**config.mk**
```make
export PLATFORM = sky130hd
export DESIGN_NAME = fetch_queue
export DESIGN_NICKNAME = d
export VERILOG_FILES = /design/src/rtl/fetch_queue.sv
export SDC_FILE = /design/constraint.sdc
export NUM_CORES = 1
export LEC_CHECK = 0
export CORE_MARGIN = 5
export CORE_UTILIZATION = 37
export CTS_BUF_LIST = sky130_fd_sc_hd__clkbuf_4
export CTS_CLUSTER_SIZE = 25
export DETAILED_ROUTE_END_ITERATION = 8
export PLACE_DENSITY = 0.65
export SKIP_LAST_GASP = 1
export SYNTH_ARGS = -nofsm -noshare
export SYNTH_HDL_FRONTEND = slang
export SYNTH_SLANG_ARGS = --single-unit
```
**constraint.sdc**
```tcl
create_clock -name clk -period 18.4 [get_ports clk]
set_clock_uncertainty 0.1 [all_clocks]
set_input_delay 2.76 -clock clk [delete_from_list [all_inputs] [get_ports clk]]
set_output_delay 2.76 -clock clk [all_outputs]
set_load 0.005 [all_outputs]
```
**src/rtl/fetch_queue.sv**
```systemverilog
// Dual-issue fetch unit: drives the imem request/ack port and buffers returned
// instruction pairs in a small FIFO feeding the decoder; a PC redirect flushes it.
module fetch_queue #(
  parameter int          DEPTH    = 4,
  parameter logic [31:0] RESET_PC = '0,
  parameter logic [31:0] STRIDE   = 32'd8
) (
  input  logic        clk,
  input  logic        rst,
  input  logic        redirect_en,
  input  logic [31:0] redirect_pc,
  output logic        mem_req,
  output logic [31:0] mem_addr,
  input  logic        mem_ack,
  input  logic [31:0] mem_rdata0,
  input  logic [31:0] mem_rdata1,
  output logic        dec_valid,
  input  logic        dec_ready,
  output logic [31:0] dec_inst0,
  output logic [31:0] dec_inst1,
  output logic [31:0] dec_pc
);

  localparam int AW = $clog2(DEPTH);
  localparam int CW = AW + 1;

  typedef enum logic [1:0] {IDLE, REQ, DISCARD} state_t;

  state_t          state_q, state_d;
  logic [31:0]     addr_q, addr_d;
  logic [31:0]     pend_q, pend_d;
  logic [AW-1:0]   wptr_q, wptr_d;
  logic [AW-1:0]   rptr_q, rptr_d;
  logic [CW-1:0]   count_q, count_d;
  logic [31:0]     inst0_q [DEPTH];
  logic [31:0]     inst0_d [DEPTH];
  logic [31:0]     inst1_q [DEPTH];
  logic [31:0]     inst1_d [DEPTH];
  logic [31:0]     pc_q    [DEPTH];
  logic [31:0]     pc_d    [DEPTH];
  logic            push, pop, has_space;

  assign mem_req   = (state_q != IDLE);
  assign mem_addr  = addr_q;
  assign dec_valid = (count_q != '0);
  assign dec_inst0 = dec_valid ? inst0_q[rptr_q] : '0;
  assign dec_inst1 = dec_valid ? inst1_q[rptr_q] : '0;
  assign dec_pc    = dec_valid ? pc_q[rptr_q]    : '0;

  always_comb begin
    push    = (state_q == REQ) && mem_ack && !redirect_en;
    pop     = dec_valid && dec_ready && !redirect_en;
    inst0_d = inst0_q;
    inst1_d = inst1_q;
    pc_d    = pc_q;
    wptr_d  = wptr_q;
    rptr_d  = rptr_q;
    state_d = state_q;
    addr_d  = addr_q;
    pend_d  = pend_q;

    if (push) begin
      inst0_d[wptr_q] = mem_rdata0;
      inst1_d[wptr_q] = mem_rdata1;
      pc_d[wptr_q]    = addr_q;
      wptr_d          = wptr_q + 1'b1;
    end
    if (pop) rptr_d = rptr_q + 1'b1;

    if (redirect_en) begin
      wptr_d  = '0;
      rptr_d  = '0;
      count_d = '0;
    end else begin
      count_d = count_q + CW'(push) - CW'(pop);
    end
    // Equals (count+1-pop)<DEPTH after a push; a redirect always leaves room.
    has_space = (count_d < CW'(DEPTH));

    case (state_q)
      IDLE: begin
        if (redirect_en) addr_d = redirect_pc;
        if (redirect_en || (count_q < CW'(DEPTH))) state_d = REQ;
      end
      REQ: begin
        if (mem_ack) begin
          addr_d  = redirect_en ? redirect_pc : addr_q + STRIDE;
          state_d = has_space ? REQ : IDLE;
        end else if (redirect_en) begin
          pend_d  = redirect_pc;
          state_d = DISCARD;
        end
      end
      DISCARD: begin
        if (redirect_en) pend_d = redirect_pc;
        if (mem_ack) begin
          addr_d  = redirect_en ? redirect_pc : pend_q;
          state_d = has_space ? REQ : IDLE;
        end
      end
      default: state_d = IDLE;
    endcase
  end

  always_ff @(posedge clk or posedge rst) begin
    if (rst) begin
      state_q <= IDLE;
      addr_q  <= RESET_PC;
      pend_q  <= '0;
      wptr_q  <= '0;
      rptr_q  <= '0;
      count_q <= '0;
      for (int unsigned i = 0; i < DEPTH; i++) begin
        inst0_q[i] <= '0;
        inst1_q[i] <= '0;
        pc_q[i]    <= '0;
      end
    end else begin
      state_q <= state_d;
      addr_q  <= addr_d;
      pend_q  <= pend_d;
      wptr_q  <= wptr_d;
      rptr_q  <= rptr_d;
      count_q <= count_d;
      inst0_q <= inst0_d;
      inst1_q <= inst1_d;
      pc_q    <= pc_d;
    end
  end

endmodule
```
==> results of run 1 <==
placed cells by master (no fill, tap or decap), types with 4 or more instances in the layout:
| cell type | instances |
|---|---|
| a22o_1 | 13 |
| o21ai_0 | 71 |
| clkinv_2 | 4 |
| nor2_1 | 41 |
| a221o_1 | 4 |
| xnor2_1 | 8 |
| dfrtp_1 | 455 |
| nand3_4 | 4 |
| nor3_1 | 13 |
| mux4_2 | 96 |
| clkdlybuf4s50_1 | 229 |
| a22oi_1 | 7 |
| inv_2 | 4 |
| mux2_2 | 394 |
| clkinv_1 | 23 |
| o221ai_1 | 4 |
| o211ai_1 | 9 |
| inv_1 | 20 |
| nand2_1 | 63 |
| nand4_1 | 4 |
| clkbuf_4 | 196 |
| a221oi_1 | 11 |
| ha_1 | 11 |
| mux2i_1 | 7 |
| nor4_1 | 10 |
| nand3_1 | 13 |
| o22ai_1 | 5 |
| a21oi_1 | 15 |
| buf_4 | 14 |
| xor2_1 | 11 |
| and2_1 | 99 |
| nand2b_1 | 6 |
| a31oi_1 | 10 |
| a21o_1 | 4 |
path summary, 6_finish.rpt:
check | endpoint | slack (ps) | cells after the start
worst max-delay path | dec_pc[19] | 11220 | 4
worst min-delay path | pc_q[126] | 380 | 2
worst min register to register | pc_q[126] | 380 | 2
max in group asynchronous | inst0_q[122] | 13480 | 4
min in group asynchronous | pc_q[90] | 2270 | 2
worst max register to register | pc_q[61] | 14370 | 6
state kept, by name, summed over array words and instances, names as in the netlist:
| signal | cells |
|---|---|
| inst0_q | 128 |
| inst1_q | 128 |
| pc_q | 128 |
| mem_addr | 32 |
| pend_q | 32 |
| count_q | 3 |
| rptr_q | 2 |
| state_q | 2 |
| wptr_q | 2 |
cell type report:
type | instances | area [um2]
Timing Repair Buffer | 245 | 2422
Antenna cell | 3 | 7.507
Tap cell | 773 | 967.2
Clock inverter | 38 | 247.7
Fill cell | 5338 | 32350
Inverter | 22 | 90.09
Sequential cell | 457 | 11440
Clock buffer | 196 | 1471
Multi-Input combinational cell | 977 | 9681
routing by layer:
layer  up-vias  part of all wire
li1       6394                 -
met1      7478              0.45
met2       396              0.47
met3        77             0.057
met4         0             0.015
met5         -                 0
power breakdown:
group	internal, uW	switching, uW	leakage, uW
Combinational	953	706	0.00465
Clock	530	438	0.00102
Sequential	1380	296	0.00593
tightest hold or removal path, delay by kind of cell, from the launching register on:
family,cells,cell delay [ps]
flops,1,340
compound gates,1,60
simple gates,1,40
cell families (layout without fill, tap and decap cells):
kind of cell             after synthesis  in the layout  share of synthesized area
AO/OA/AOI/OAI                        173            173                    0.05253
XOR/XNOR                              19             19                   0.007627
adder cells (fa/ha/maj)               12             12                   0.007225
buffers and inverters                148            501                    0.03504
flip-flops                           457            457                     0.5241
multiplexers                         497            497                     0.3056
other                                  0              3                          0
AND/OR/NAND/NOR                      276            276                    0.06784
metrics by stage:
stage	setup WS, ps	cell area, um2	util	cells	hold WS, ps
6_report	11220	26330	0.4487	2711	375.9
2_1_floorplan	2800	21820	-	1582	344.6
4_1_cts	10910	26320	0.4485	2708	379.9
3_5_place_dp	12010	24600	0.4192	2474	366.5
3_3_place_gp	12000	24600	0.4192	2474	358.9
5_1_grt	10760	26330	0.4486	2710	407.8
==> metrics.md, run 1 <==
| Metric | Value |
|---|---|
| GR Layer Usage met1 | 0.2450 |
| Die area | 0.06393 mm2 |
| Max-cap viol count | 0 |
| Crit Path Class | reg -> out |
| H-tree levels | 4 |
| Critical path data required time | 15540 ps |
| CP Cell Sequence | buf_4, mux4_2, and2_1, clkdlybuf4s50_1 |
| Initial antenna violation count | 2 |
| Post-synthesis sequential area ratio | 0.5241 |
| Count of cell types in the netlist | 64 |
| Vias in the first global route | 15600 |
| Global-route wire length before repair | 89.76 mm |
| Gr busiest metal | met2 |
| Initial Utilization | 0.3718 |
| # rows | 89 |
| Hold Fails Final Rpt | 0 |
| Worst-Skew Late Latency | 940 ps |
| Synth top area share | 0.5241 |
| Synth area leader | dfrtp_1 |
| PostCTS Resize Cnt | 0 |
| Chip width | 252.8 um |
| Count leader, synth | dfrtp_1 |
| GR Util met2 | 0.2786 |
| Critical path buffers and inverters | 2 |
| YS warnings | 0 |
| Worst path top cell family by delay | buffers and inverters |
| DRC | 0 |
| Post-CTS Hold Buffers | 0 |
| Total CTS buffers | 135 |
| Worst path max stage delay | 1110 ps |
| RSZ-0062 raised after global routing | no |
| Mapped Area | 0.02182 mm2 |
| Slew Viols, Final | 0 |
| Worst slew margin relative to its limit | 0.1712 |
| Gate Count Post-Synth | 1582 |
| DR WL/cell | 20.82 um |
| Core area | 0.05869 mm2 |
| Tcrit/Tclk final | 0.3902 |
| Die Y | 252.8 um |
| Count of input and output buffers | 230 |
| Critical path startpoint | rptr_q[0] |
| Postcts setup bufs | 0 |
| Setup_tns | 0 ps |
| Nets | 1951 |
| Avg Cell Area, Syn | 13.79 um2 |
| Outcome | finished clean |
| # clock sinks | 457 |
| Worst r2r src | state_q[1] |
| Area growth syn-to-layout | 20.67% |
| Global-route met3 utilization | 0.04858 |
| Flops & latches, synth | 457 |
| Clk slew on worst S/H paths | 60 ps |
| Critical Path End Type | output pin |
| Synth Flop Type | dfrtp_1 |
| Pwr per Cell Area | 163.4 mW/mm2 |
| Critical-path top delay cell | dfrtp_4 |
| Post-synth EDFFs | 0 |
| Synth cell count leaders | dfrtp_1, mux2_2, and2_1 |
| Routed wire length | 56.43 mm |
| CP max FO | 51 |
| Via count | 14350 |
| Top achievable clock speed | 139.3 MHz |
| IO Count | 231 |
| Synth area leaders | dfrtp_1, mux2_2, mux4_2 |
| CTS max path bufs | 3 |
| Share of layout cells above drive strength 1 | 0.3814 |
| Power Total | 4303 uW |
| Final setup violating endpoints | 0 |
| Drt pass-1 iters | 5 |
| Total gr overflow | 0 |
| Root buffer cell | clkbuf_4 |
| Iter 0 DRT Violations | 739 |
| Via-to-Cell Ratio | 5.291 |
| Largest net degree at the start of global routing | 202 |
| Hold crit path type | reg -> reg |
| VDD IR max | 0.08582 mV |
| Synth async-reset ratio | 1.000 |
| Slew at the pin closest to its max-slew limit | 1243 ps |
| Static Leak | 0.01160 uW |
| Min Tclk post-route | 7179 ps |
| Tot GR Track Use | 0.1781 |
| Launch point of the worst hold path | pc_q[126] |
| Net Count, Synth | 1695 |
| Final ANT Viol Nets | 0 |
| Startpoint Class | register |
| Gpl congestion | 0.8155 |
| Final HPWL from detailed placement | 34.57 mm |
| CTS tree | yes |
| Worst Path Arrival | 4320 ps |
(Power assumes the default switching activity.)
==> inputs of run 2 (changes only) <==
==> constraint.sdc (replaced) <==
create_clock -name clk -period 6.9 [get_ports clk]
set_clock_uncertainty 0.1 [all_clocks]
set_input_delay 1.035 -clock clk [delete_from_list [all_inputs] [get_ports clk]]
set_output_delay 1.035 -clock clk [all_outputs]
set_load 0.005 [all_outputs]
==> metrics.md, run 2 (synthesis gave the netlist of run 1 again) <==
| Metric | Value |
|---|---|
| Share of layout cells above drive strength 1 | 0.3858 (was 0.3814) |
| Critical path buffers and inverters | 2 (unchanged) |
| DRC | 0 (unchanged) |
| Die Y | 252.8 um (unchanged) |
| Dpl ws | 2787 ps (was 12010 ps) |
| CP max FO | 60 (was 51) |
| # rows | 89 (unchanged) |
| Outcome | finished clean (unchanged) |
| Slew at the pin closest to its max-slew limit | 1104 ps (was 1243 ps) |
| Worst path top cell family by delay | buffers and inverters (unchanged) |
| Area growth syn-to-layout | 21.43% (was 20.67%) |
| Worst path max stage delay | 1100 ps (was 1110 ps) |
| Worst Path Arrival | 3880 ps (was 4320 ps) |
| CP Cell Sequence | buf_4, mux4_2, and2_1, clkdlybuf4s50_1 (unchanged) |
| Gpl congestion | 0.8070 (was 0.8155) |
| Nets | 1956 (was 1951) |
| Final HPWL from detailed placement | 34.56 mm (was 34.57 mm) |
| Via count | 14430 (was 14350) |
| Placed Cells | 2482 (was 2474) |
| Critical-path top delay cell | dfrtp_4 (unchanged) |
| Core area | 0.05869 mm2 (unchanged) |
| Most frequent cells in the layout | dfrtp_1, mux2_2, clkdlybuf4s50_1 (unchanged) |
| Postcts setup bufs | 0 (unchanged) |
| Power Total | 11610 uW (was 4303 uW) |
| Largest net degree at the start of global routing | 178 (was 202) |
| Critical Path End Type | output pin (unchanged) |
| Initial antenna violation count | 2 (unchanged) |
| Post-CTS Hold Buffers | 0 (unchanged) |
| Top achievable clock speed | 199.3 MHz |
| Count of input and output buffers | 230 (unchanged) |
| Tot GR Track Use | 0.1758 (was 0.1781) |
| Root buffer cell | clkbuf_4 (unchanged) |
| DR WL/cell | 20.36 um (was 20.82 um) |
| Die area | 0.06393 mm2 (unchanged) |
| Routed wire length | 55.31 mm (was 56.43 mm) |
| Critical path data required time | 5760 ps (was 15540 ps) |
| Max-cap viol count | 0 (unchanged) |
| RSZ-0062 raised after global routing | no (unchanged) |
| Biggest registers after layout | inst0_q: 128 flops, inst1_q: 128 flops, pc_q: 128 flops (unchanged) |
| Commonest non-fill, non-tap cell in the layout | dfrtp_1 (unchanged) |
| IO Count | 231 (unchanged) |
| Crit Path Class | reg -> out (unchanged) |
| Chip width | 252.8 um (unchanged) |
| VDD IR max | 0.2527 mV (was 0.08582 mV) |
| Final ANT Viol Nets | 0 (unchanged) |
| Vias in the first global route | 15610 (was 15600) |
| Iter 0 DRT Violations | 862 (was 739) |
| Clk slew on worst S/H paths | 60 ps (about the same) |
| Global-route wire length before repair | 88.67 mm (was 89.76 mm) |
| Total CTS buffers | 132 (was 135) |
| PostCTS Resize Cnt | 0 (unchanged) |
| Startpoint Class | register (unchanged) |
| Static Leak | 0.01168 uW (was 0.01160 uW) |
| Pwr per Cell Area | 438.1 mW/mm2 (was 163.4 mW/mm2) |
| Worst slew margin relative to its limit | 0.2641 (was 0.1712) |
| Setup ws final | 1884 ps (was 11220 ps) |
| Slew Viols, Final | 0 (unchanged) |
| Initial Utilization | 0.3718 (unchanged) |
| Worst-Skew Late Latency | 940 ps (about the same) |
| Drt pass-1 iters | 5 (unchanged) |
| # clock sinks | 457 (unchanged) |
| CTS tree | yes (unchanged) |
| Total gr overflow | 0 (unchanged) |
| Hold Fails Final Rpt | 0 (unchanged) |
| H-tree levels | 4 (unchanged) |
| Finished Layout Cells | 2717 (was 2711) |
| Hold crit path type | reg -> reg (unchanged) |
| Via-to-Cell Ratio | 5.310 (was 5.291) |
| Final setup violating endpoints | 0 (unchanged) |
| Tcrit/Tclk final | 0.7270 |
| CTS max path bufs | 3 (unchanged) |
| Min Tclk post-route | 5016 ps |
-- run 2: cell count changes in the layout (fill, tap and decap cells not counted), moves of 2 or more --
cell,before,now
clkinv_1,23,17
bufinv_16,3,7
inv_2,4,2
diode_2,3,5
clkbuf_4,196,198
buf_4,14,21
-- run 2: final timing paths --
path,from,end,cells after the start,slack (ps)
worst min register to register,pc_q[87],pc_q[87],2,370
worst max-delay path,rptr_q[1],dec_pc[9],4,1880
worst min-delay path,pc_q[87],pc_q[87],2,370
worst max register to register,state_q[1],state_q[0],14,3330
min in group asynchronous,rst,pc_q[59],3,560
max in group asynchronous,rst,inst0_q[48],4,4740
-- run 2: final cells by class --
class                   instances  area [um2]
clock buffers                 198        1486
clock inverters                32       325.3
flip-flops and latches        457       11440
inverters                      22       86.33
diodes                          5       12.51
repair buffers                253        2495
fillers                      5261       32190
multi-input cells             977        9681
well taps                     773       967.2
-- run 2: layer usage --
layer,global-route usage,wire (um),up-vias
met4,0.06540,1302,0
met3,0.04427,3450,89
met5,0,0,-
met1,0.2394,24430,7453
li1,-,-,6416
met2,0.2744,26120,469
-- run 2: through the flow --
step	instance area, um2	util	TNS (ps)	hold WS (ps)
floorplan	21820	-	-191040	344.6
global placement	24670	0.4204	0	356.7
detailed placement	24670	0.4204	0	366.5
CTS	26480	0.4513	0	380.3
global route	26500	0.4515	0	401.6
finish	26500	0.4515	0	374.6
-- run 2: power by group --
group | internal (uW) | switching (uW)
sequential | 3680 | 763
clock | 1570 | 1160
combinational | 2550 | 1890
total | 7790 | 3810
-- run 2: worst reg2reg max path, cell delays in order, from the launching register on --
cell and delay, ps:
dfrtp_1 430, inv_1 100, ha_1 150, buf_4 280
and2b_1 650, nand2_1 150, ha_1 310, inv_1 50
ha_1 130, inv_1 50, fa_1 370, xnor2_1 270
o22ai_1 110, a211oi_1 260, a21o_1 110
